File: config.mk
export PLATFORM = sky130hd
export DESIGN_NAME = memory_stage
export DESIGN_NICKNAME = d
export VERILOG_FILES = /design/src/rtl/mem_stage_pkg.sv /design/src/rtl/stack_pointer_unit.sv /design/src/rtl/var_reg.sv /design/src/rtl/memory_stage.sv
export SDC_FILE = /design/constraint.sdc
export NUM_CORES = 1
export LEC_CHECK = 0
export BUFFER_PORTS_ARGS = -buffer_cell sky130_fd_sc_hd__buf_4
export CORE_MARGIN = 5
export CORE_UTILIZATION = 50
export DETAILED_ROUTE_END_ITERATION = 12
export GPL_TIMING_DRIVEN = 1
export PLACE_DENSITY = 0.8
export SYNTH_ARGS = -nofsm -noshare
export SYNTH_HDL_FRONTEND = slang
export SYNTH_SLANG_ARGS = --single-unit
File: constraint.sdc
create_clock -name clk -period 7.6 [get_ports clk]
set_input_delay 0.38 -clock clk [delete_from_list [all_inputs] [get_ports clk]]
set_output_delay 0.38 -clock clk [all_outputs]
set_load 0.02 [all_outputs]
File: src/rtl/mem_stage_pkg.sv
// Shared types and constants for the memory stage.
package mem_stage_pkg;

  typedef enum logic [1:0] {
    ADDR_RESULT = 2'b00,
    ADDR_STACK  = 2'b01,
    ADDR_VECTOR = 2'b10,
    ADDR_ALT    = 2'b11
  } addr_sel_t;

  typedef enum logic [1:0] {
    WSRC_REG   = 2'b00,
    WSRC_PC    = 2'b01,
    WSRC_FLAGS = 2'b10,
    WSRC_ALT   = 2'b11
  } wsrc_t;

  typedef enum logic {
    ST_IDLE   = 1'b0,
    ST_SECOND = 1'b1
  } state_t;

  typedef enum logic [1:0] {
    SP_ADDR_SP = 2'b00,
    SP_ADDR_P1 = 2'b01,
    SP_ADDR_P2 = 2'b10,
    SP_ADDR_M1 = 2'b11
  } sp_addr_t;

  localparam logic [31:0] SP_RESET = 32'h000F_FFFF;
  localparam logic [1:0]  WB_FLAGS = 2'b11;

  typedef struct packed {
    logic [15:0] result;
    logic [15:0] read_data1;
    logic [31:0] pc;
    logic [15:0] ldm;
    logic [2:0]  flags;
    logic        mem_read;
    logic        mem_write;
    logic        mem_push;
    logic        mem_pop;
    logic        reg_write;
    logic        pc_enable;
    logic [1:0]  wb_sel;
    addr_sel_t   addr_sel;
    wsrc_t       wsrc;
  } ex_mem_op_t;

  // Two-word ops: PC push (pop wins over push) or PC pop.
  function automatic logic is_two_word(input ex_mem_op_t op);
    return (op.mem_push && !op.mem_pop && op.wsrc == WSRC_PC) ||
           (op.mem_pop && op.pc_enable);
  endfunction

endpackage

File: src/rtl/stack_pointer_unit.sv
// 32-bit stack pointer with +/-1, +/-2 updates and SP-relative address output.
module stack_pointer_unit
  import mem_stage_pkg::*;
(
  input  logic        clk,
  input  logic        reset,
  input  logic        inc1,
  input  logic        inc2,
  input  logic        dec1,
  input  logic        dec2,
  input  sp_addr_t    addr_sel,
  output logic [31:0] addr
);

  logic [31:0] sp_q;

  // SP update; arithmetic wraps modulo 2^32.
  always_ff @(posedge clk) begin
    if (!reset) begin
      sp_q <= SP_RESET;
    end else if (inc2) begin
      sp_q <= sp_q + 32'd2;
    end else if (inc1) begin
      sp_q <= sp_q + 32'd1;
    end else if (dec2) begin
      sp_q <= sp_q - 32'd2;
    end else if (dec1) begin
      sp_q <= sp_q - 32'd1;
    end
  end

  // Stack-relative address for the current access.
  always_comb begin
    addr = sp_q;
    case (addr_sel)
      SP_ADDR_SP: addr = sp_q;
      SP_ADDR_P1: addr = sp_q + 32'd1;
      SP_ADDR_P2: addr = sp_q + 32'd2;
      SP_ADDR_M1: addr = sp_q - 32'd1;
      default:    addr = sp_q;
    endcase
  end

endmodule

File: src/rtl/var_reg.sv
// Generic enabled register with synchronous active-low reset to zero.
module var_reg #(
  parameter int unsigned WIDTH = 1
) (
  input  logic             clk,
  input  logic             reset,
  input  logic             en,
  input  logic [WIDTH-1:0] d,
  output logic [WIDTH-1:0] q
);

  // Load d when enabled, clear on reset.
  always_ff @(posedge clk) begin
    if (!reset) begin
      q <= '0;
    end else if (en) begin
      q <= d;
    end
  end

endmodule

File: src/rtl/memory_stage.sv
// Pipeline memory stage: data-memory access, stack ops, MEM/WB register.
module memory_stage
  import mem_stage_pkg::*;
(
  input  logic        clk,
  input  logic        reset,
  input  logic [15:0] result_in,
  input  logic [15:0] read_data1_in,
  input  logic [31:0] PC_in,
  input  logic [15:0] LDM_value_in,
  input  logic [2:0]  flag_register_in,
  input  logic        mem_read,
  input  logic        mem_write,
  input  logic        mem_push,
  input  logic        mem_pop,
  input  logic        reg_write,
  input  logic        pc_enable,
  input  logic [1:0]  wb_sel,
  input  logic [1:0]  memory_address_select,
  input  logic [1:0]  memory_write_src_select,
  output logic [31:0] dmem_addr,
  output logic [15:0] dmem_wdata,
  output logic        dmem_we,
  output logic        dmem_re,
  input  logic [15:0] dmem_rdata,
  output logic [15:0] mem_data_out,
  output logic [15:0] result_out,
  output logic [15:0] LDM_value_out,
  output logic        reg_write_out,
  output logic [1:0]  wb_sel_out,
  output logic        pc_enable_out,
  output logic [31:0] popped_PC_out,
  output logic        popped_PC_valid,
  output logic [2:0]  conditions_from_memory_pop,
  output logic        stall_out,
  output logic [15:0] reg_data_from_mem
);

  state_t     state_q;
  ex_mem_op_t in_op;
  ex_mem_op_t held_op;
  ex_mem_op_t cur_op;
  logic [15:0] pop_low_q;

  logic       first;
  logic       two_word;
  logic       do_pop;
  logic       do_push;
  logic       do_read;
  logic       do_write;
  logic       stall;
  logic       sp_inc1;
  logic       sp_inc2;
  logic       sp_dec1;
  logic       sp_dec2;
  sp_addr_t   sp_addr_sel;
  logic [31:0] stack_addr;

  // Bundle the live EX/MEM inputs into one op record.
  always_comb begin
    in_op            = '0;
    in_op.result     = result_in;
    in_op.read_data1 = read_data1_in;
    in_op.pc         = PC_in;
    in_op.ldm        = LDM_value_in;
    in_op.flags      = flag_register_in;
    in_op.mem_read   = mem_read;
    in_op.mem_write  = mem_write;
    in_op.mem_push   = mem_push;
    in_op.mem_pop    = mem_pop;
    in_op.reg_write  = reg_write;
    in_op.pc_enable  = pc_enable;
    in_op.wb_sel     = wb_sel;
    in_op.addr_sel   = addr_sel_t'(memory_address_select);
    in_op.wsrc       = wsrc_t'(memory_write_src_select);
  end

  // Second cycle of a two-word op runs from the captured op, not the inputs.
  always_comb begin
    first    = (state_q == ST_IDLE);
    cur_op   = first ? in_op : held_op;
    two_word = is_two_word(cur_op);
    do_pop   = cur_op.mem_pop;
    do_push  = cur_op.mem_push & ~cur_op.mem_pop;
    do_read  = cur_op.mem_read;
    do_write = cur_op.mem_write & ~cur_op.mem_read;
    stall    = reset & first & two_word;
  end

  // SP control and stack address choice for this cycle.
  always_comb begin
    sp_inc1     = first & do_pop & ~two_word;
    sp_dec1     = first & do_push & ~two_word;
    sp_inc2     = ~first & do_pop;
    sp_dec2     = ~first & do_push;
    sp_addr_sel = SP_ADDR_SP;
    if (first) begin
      sp_addr_sel = do_pop ? SP_ADDR_P1 : SP_ADDR_SP;
    end else begin
      sp_addr_sel = do_pop ? SP_ADDR_P2 : SP_ADDR_M1;
    end
  end

  stack_pointer_unit u_sp (
    .clk      (clk),
    .reset    (reset),
    .inc1     (sp_inc1),
    .inc2     (sp_inc2),
    .dec1     (sp_dec1),
    .dec2     (sp_dec2),
    .addr_sel (sp_addr_sel),
    .addr     (stack_addr)
  );

  // Data-memory port drive.
  always_comb begin
    dmem_addr = {16'b0, cur_op.result};
    case (cur_op.addr_sel)
      ADDR_STACK:  dmem_addr = stack_addr;
      ADDR_VECTOR: dmem_addr = 32'h0;
      default:     dmem_addr = {16'b0, cur_op.result};
    endcase
    dmem_wdata = cur_op.read_data1;
    case (cur_op.wsrc)
      WSRC_PC:    dmem_wdata = first ? cur_op.pc[31:16] : cur_op.pc[15:0];
      WSRC_FLAGS: dmem_wdata = {13'b0, cur_op.flags};
      default:    dmem_wdata = cur_op.read_data1;
    endcase
    dmem_we = reset & (do_write | do_push);
    dmem_re = reset & (do_read | do_pop);
  end

  // Two-state sequencer: capture the op and the popped low word on entry.
  always_ff @(posedge clk) begin
    if (!reset) begin
      state_q   <= ST_IDLE;
      held_op   <= '0;
      pop_low_q <= '0;
    end else begin
      case (state_q)
        ST_IDLE: begin
          if (two_word) begin
            state_q <= ST_SECOND;
            held_op <= in_op;
            if (do_pop) begin
              pop_low_q <= dmem_rdata;
            end
          end
        end
        default: state_q <= ST_IDLE;
      endcase
    end
  end

  assign stall_out         = stall;
  assign reg_data_from_mem = result_in;

  var_reg #(.WIDTH(16)) u_mem_data (
    .clk (clk), .reset (reset), .en (dmem_re),
    .d (dmem_rdata), .q (mem_data_out)
  );

  var_reg #(.WIDTH(16)) u_result (
    .clk (clk), .reset (reset), .en (1'b1),
    .d (cur_op.result), .q (result_out)
  );

  var_reg #(.WIDTH(16)) u_ldm (
    .clk (clk), .reset (reset), .en (1'b1),
    .d (cur_op.ldm), .q (LDM_value_out)
  );

  var_reg #(.WIDTH(5)) u_ctrl (
    .clk   (clk),
    .reset (reset),
    .en    (1'b1),
    .d     ({cur_op.wb_sel, cur_op.reg_write & ~stall,
             cur_op.pc_enable & ~stall, ~first & do_pop}),
    .q     ({wb_sel_out, reg_write_out, pc_enable_out, popped_PC_valid})
  );

  var_reg #(.WIDTH(32)) u_popped_pc (
    .clk (clk), .reset (reset), .en (~first & do_pop),
    .d ({dmem_rdata, pop_low_q}), .q (popped_PC_out)
  );

  var_reg #(.WIDTH(3)) u_cond (
    .clk (clk), .reset (reset), .en (do_pop & (cur_op.wb_sel == WB_FLAGS)),
    .d (dmem_rdata[2:0]), .q (conditions_from_memory_pop)
  );

endmodule

==> impl_metrics.env <==
export IMPL_status="finished clean"
export IMPL_final_common_cell="nand2_1"
export IMPL_end_kind="output port"
export IMPL_reg2reg_to="u_sp.sp_q[18]$_SDFFE_PN1P_"
export IMPL_critPathLaunchType="flop"
export IMPL_async_flop_share_pct=0
export IMPL_clk_pin_slew_ns=0.06
export IMPL_ys_flop_type="dfxtp_1"
export IMPL_synth_top_family_by_area="simple AND/OR/NAND/NOR gates"
export IMPL_synth_xor_area_share_pct=3.740
export IMPL_p_sw_share_pct=34.07
export IMPL_drive_above_1_share_pct=21.42
export IMPL_numCtsBuffers=25
export IMPL_maxClockFrequency_ghz=0.2284
export IMPL_p_int_mw=2.246
export IMPL_synth_simple_gate_area_share_pct=26.86
export IMPL_reg2reg_slack_ns=3.37
export IMPL_hold_path_class="in -> reg"
export IMPL_cp_required_ns=7.22
export IMPL_skew_ns=0.02362
export IMPL_vias=12923
export IMPL_root_buffer="clkbuf_16"
export IMPL_p_seq_share_pct=37.4
export IMPL_syn_nets=1753
export IMPL_coreArea_um2=24180
export IMPL_cts_tree="done"
export IMPL_leakage_nw=5.894
export IMPL_cts_resized=0
export IMPL_synthMuxAreaShare_pct=8.744
export IMPL_port_buffers=267
export IMPL_initial_core_util_pct=50.36
export IMPL_yosysUniqueCellTypes=74
export IMPL_maxCapViolations=0
export IMPL_dieArea_um2=27570
export IMPL_netlist_area_um2=12180
export IMPL_post_synth_fa_ha_maj_area_fraction_pct=0.8220
export IMPL_drv_slew=0
export IMPL_place_congestion=1.007
export IMPL_slew_headroom_pct=27.22
export IMPL_num_rows=57
export IMPL_vias_per_cell=6.076
export IMPL_htreeDepth=1
export IMPL_drc=0
export IMPL_num_io_pins=268
export IMPL_synth_seq_cells=216
export IMPL_grt_max_degree=109
export IMPL_synth_cells=1632
export IMPL_cts_setup_buffers=0
export IMPL_first_iter_violations=1554
export IMPL_finalSetupTns_ns=0
export IMPL_min_period_over_period_pct=57.62
export IMPL_die_h_um=166.1
export IMPL_grt_pass1_wl_um=70060
export IMPL_final_hold_viol_count=0
export IMPL_seq_area_frac_synth_pct=35.51
export IMPL_crit_path_start="u_sp.sp_q[2]$_SDFFE_PN1P_"
export IMPL_drt_total_wl_um=44990
export IMPL_total_power_mw=3.407
export IMPL_power_switching_mw=1.161
export IMPL_syn2layout_area_growth_pct=22.33
export IMPL_grt_pass1_vias=12639
export IMPL_antenna_found_initial=1
export IMPL_cp_max_fo=17
export IMPL_final_setup_worst_slack_ns=3.221
export IMPL_synth_compound_area_share_pct=17.95
export IMPL_power_frac_clock_pct=35.5
export IMPL_r2r_start="state_q$_SDFF_PP0_"
export IMPL_yosys_warnings=0
export IMPL_cts_hold_buf=0
export IMPL_wire_per_inst_um=21.15
export IMPL_p_per_area_nw_per_um2=228.7
export IMPL_dr_pass1_iters=6
export IMPL_overflow=0
export IMPL_ir_worst_vdd_mv=0.1652
export IMPL_die_w_um=166.1
export IMPL_pwr_share_comb_pct=27.1
export IMPL_arrival_ns=4.00
export IMPL_grt_usage_pct=30.71
export IMPL_hpwlAfterDp_um=30810
export IMPL_rsz0062_at_grt="no"
export IMPL_cts_buffer_depth=3
export IMPL_antenna_left=0
export IMPL_period_needed_ns=4.379
export IMPL_crit_type="reg -> out"
export IMPL_clk_latency_ns=0.54
export IMPL_avgSynthCellArea_um2=7.461
export IMPL_clock_sinks=216
export IMPL_most_common_layout_cells="335 x nand2_1, 286 x buf_4, 215 x dfxtp_1"
export IMPL_place_ws_ns=3.515
export IMPL_synth_edf_count=0
export IMPL_endpoint="dmem_addr[31]"
export IMPL_setup_viol=0
export IMPL_layout_nets=1904
export IMPL_ff2ff_path_depth=7
export IMPL_worstMarginPinSlew_ns=1.088
[critical path, cell delays in order, from the launching register on]
cell	delay (ns)
dfxtp_1	0.70
ha_1	0.46
and2_1	0.24
nand4_1	0.34
nor4_1	0.61
and3_1	0.35
a211oi_1	0.11
a211oi_1	0.42
buf_4	0.24
[power groups by stage]
| stage | sequential [mW] | combinational (mW) | clock [mW] |
|---|---|---|---|
| 4_1_cts | 1.27 | 0.902 | 1.22 |
| 5_1_grt | 1.28 | 0.980 | 1.28 |
| 6_report | 1.27 | 0.922 | 1.21 |
| 3_5_place_dp | 1.29 | 0.896 | 0 |
| 3_3_place_gp | 1.29 | 0.895 | 0 |
| 2_1_floorplan | 1.27 | 0.579 | 0 |
[state kept, by name (all words and copies together) (netlist names)]
| signal | cells |
|---|---|
| u_sp.sp_q | 32 |
| u_ctrl.q | 5 |
| u_result.q | 16 |
| u_popped_pc.q | 32 |
| pop_low_q | 16 |
| u_cond.q | 3 |
| state_q | 1 |
| u_ldm.q | 16 |
| held_op | 79 |
| u_mem_data.q | 16 |
[cells by family after synthesis]
group                      after synthesis
xor gates and xnor gates                52
AOI/OAI and AO/OA                      364
buffers and inverters                  182
and+or+nand+nor                        708
adders and majority gates                8
DFF                                    216
muxes                                  102
[metrics by stage]
step	instance area (um^2)	cells	hold WS, ns	utilization [%]
after floorplan	12180	1632	0.4321	-
after global placement	14070	2080	0.4378	58.18
after detailed placement	14070	2080	0.4426	58.18
after CTS	14890	2126	0.09162	61.60
after global routing	14890	2126	0.08517	61.60
final	14900	2127	0.09708	61.61
[cell usage after synthesis, types with 6 or more instances]
library cell | number | area share [%]
a211oi_1 | 10 | 0.62
a21oi_1 | 175 | 7.2
a221o_1 | 6 | 0.49
a221oi_1 | 7 | 0.50
a31oi_1 | 24 | 1.2
a32oi_1 | 9 | 0.65
and2_1 | 25 | 1.3
and3_1 | 11 | 0.57
and4_1 | 6 | 0.43
buf_1 | 27 | 0.83
buf_2 | 14 | 0.58
buf_4 | 16 | 0.99
clkbuf_1 | 103 | 3.2
dfxtp_1 | 216 | 36
ha_1 | 8 | 0.82
inv_1 | 17 | 0.52
mux2_2 | 35 | 3.2
mux2i_1 | 67 | 5.5
nand2_1 | 337 | 10
nand2b_1 | 9 | 0.46
nand3_1 | 49 | 2.0
nand4_1 | 21 | 1.1
nor2_1 | 116 | 3.6
nor3_1 | 48 | 2.0
nor3b_1 | 9 | 0.55
nor4_1 | 31 | 1.6
o211ai_1 | 6 | 0.37
o21ai_0 | 65 | 2.7
o22ai_1 | 7 | 0.36
o311ai_0 | 6 | 0.43
or3_1 | 6 | 0.31
or4_1 | 15 | 0.92
xnor2_1 | 34 | 2.4
xor2_1 | 18 | 1.3
[area by class of cell]
type                    count  area, um^2
diodes                      1       2.502
clock buffers              35       703.2
clock inverters            11       122.6
fillers                  2132        9281
inverters                  20       80.08
multi-input cells        1234        7107
flip-flops and latches    216        4328
well taps                 324       405.4
repair buffers            286        2147
[worst min path at each step]
| stage | end | cells after the start | start |
|---|---|---|---|
| 2_1_floorplan | u_popped_pc.q[0]$_SDFFE_PN0P_ | 2 | pop_low_q[0]$_SDFFE_PN0P_ |
| 3_3_place_gp | u_popped_pc.q[14]$_SDFFE_PN0P_ | 2 | pop_low_q[14]$_SDFFE_PN0P_ |
| 3_5_place_dp | u_popped_pc.q[15]$_SDFFE_PN0P_ | 2 | pop_low_q[15]$_SDFFE_PN0P_ |
| 4_1_cts | held_op[31]$_SDFFE_PN0P_ | 3 | PC_in[0] |
| 5_1_grt | held_op[31]$_SDFFE_PN0P_ | 3 | PC_in[0] |
| 6_report | held_op[41]$_SDFFE_PN0P_ | 3 | PC_in[10] |
[per-layer routing]
metal  global-route usage, %  wire length [um]  up-vias
met5                       0                 0        -
met4                   11.19              1770        0
met3                   8.284              5069      146
met2                   50.34             20990      723
met1                   38.96             17160     6037
li1                        -                 -     6017
Power figures use the tool's default switching activity.
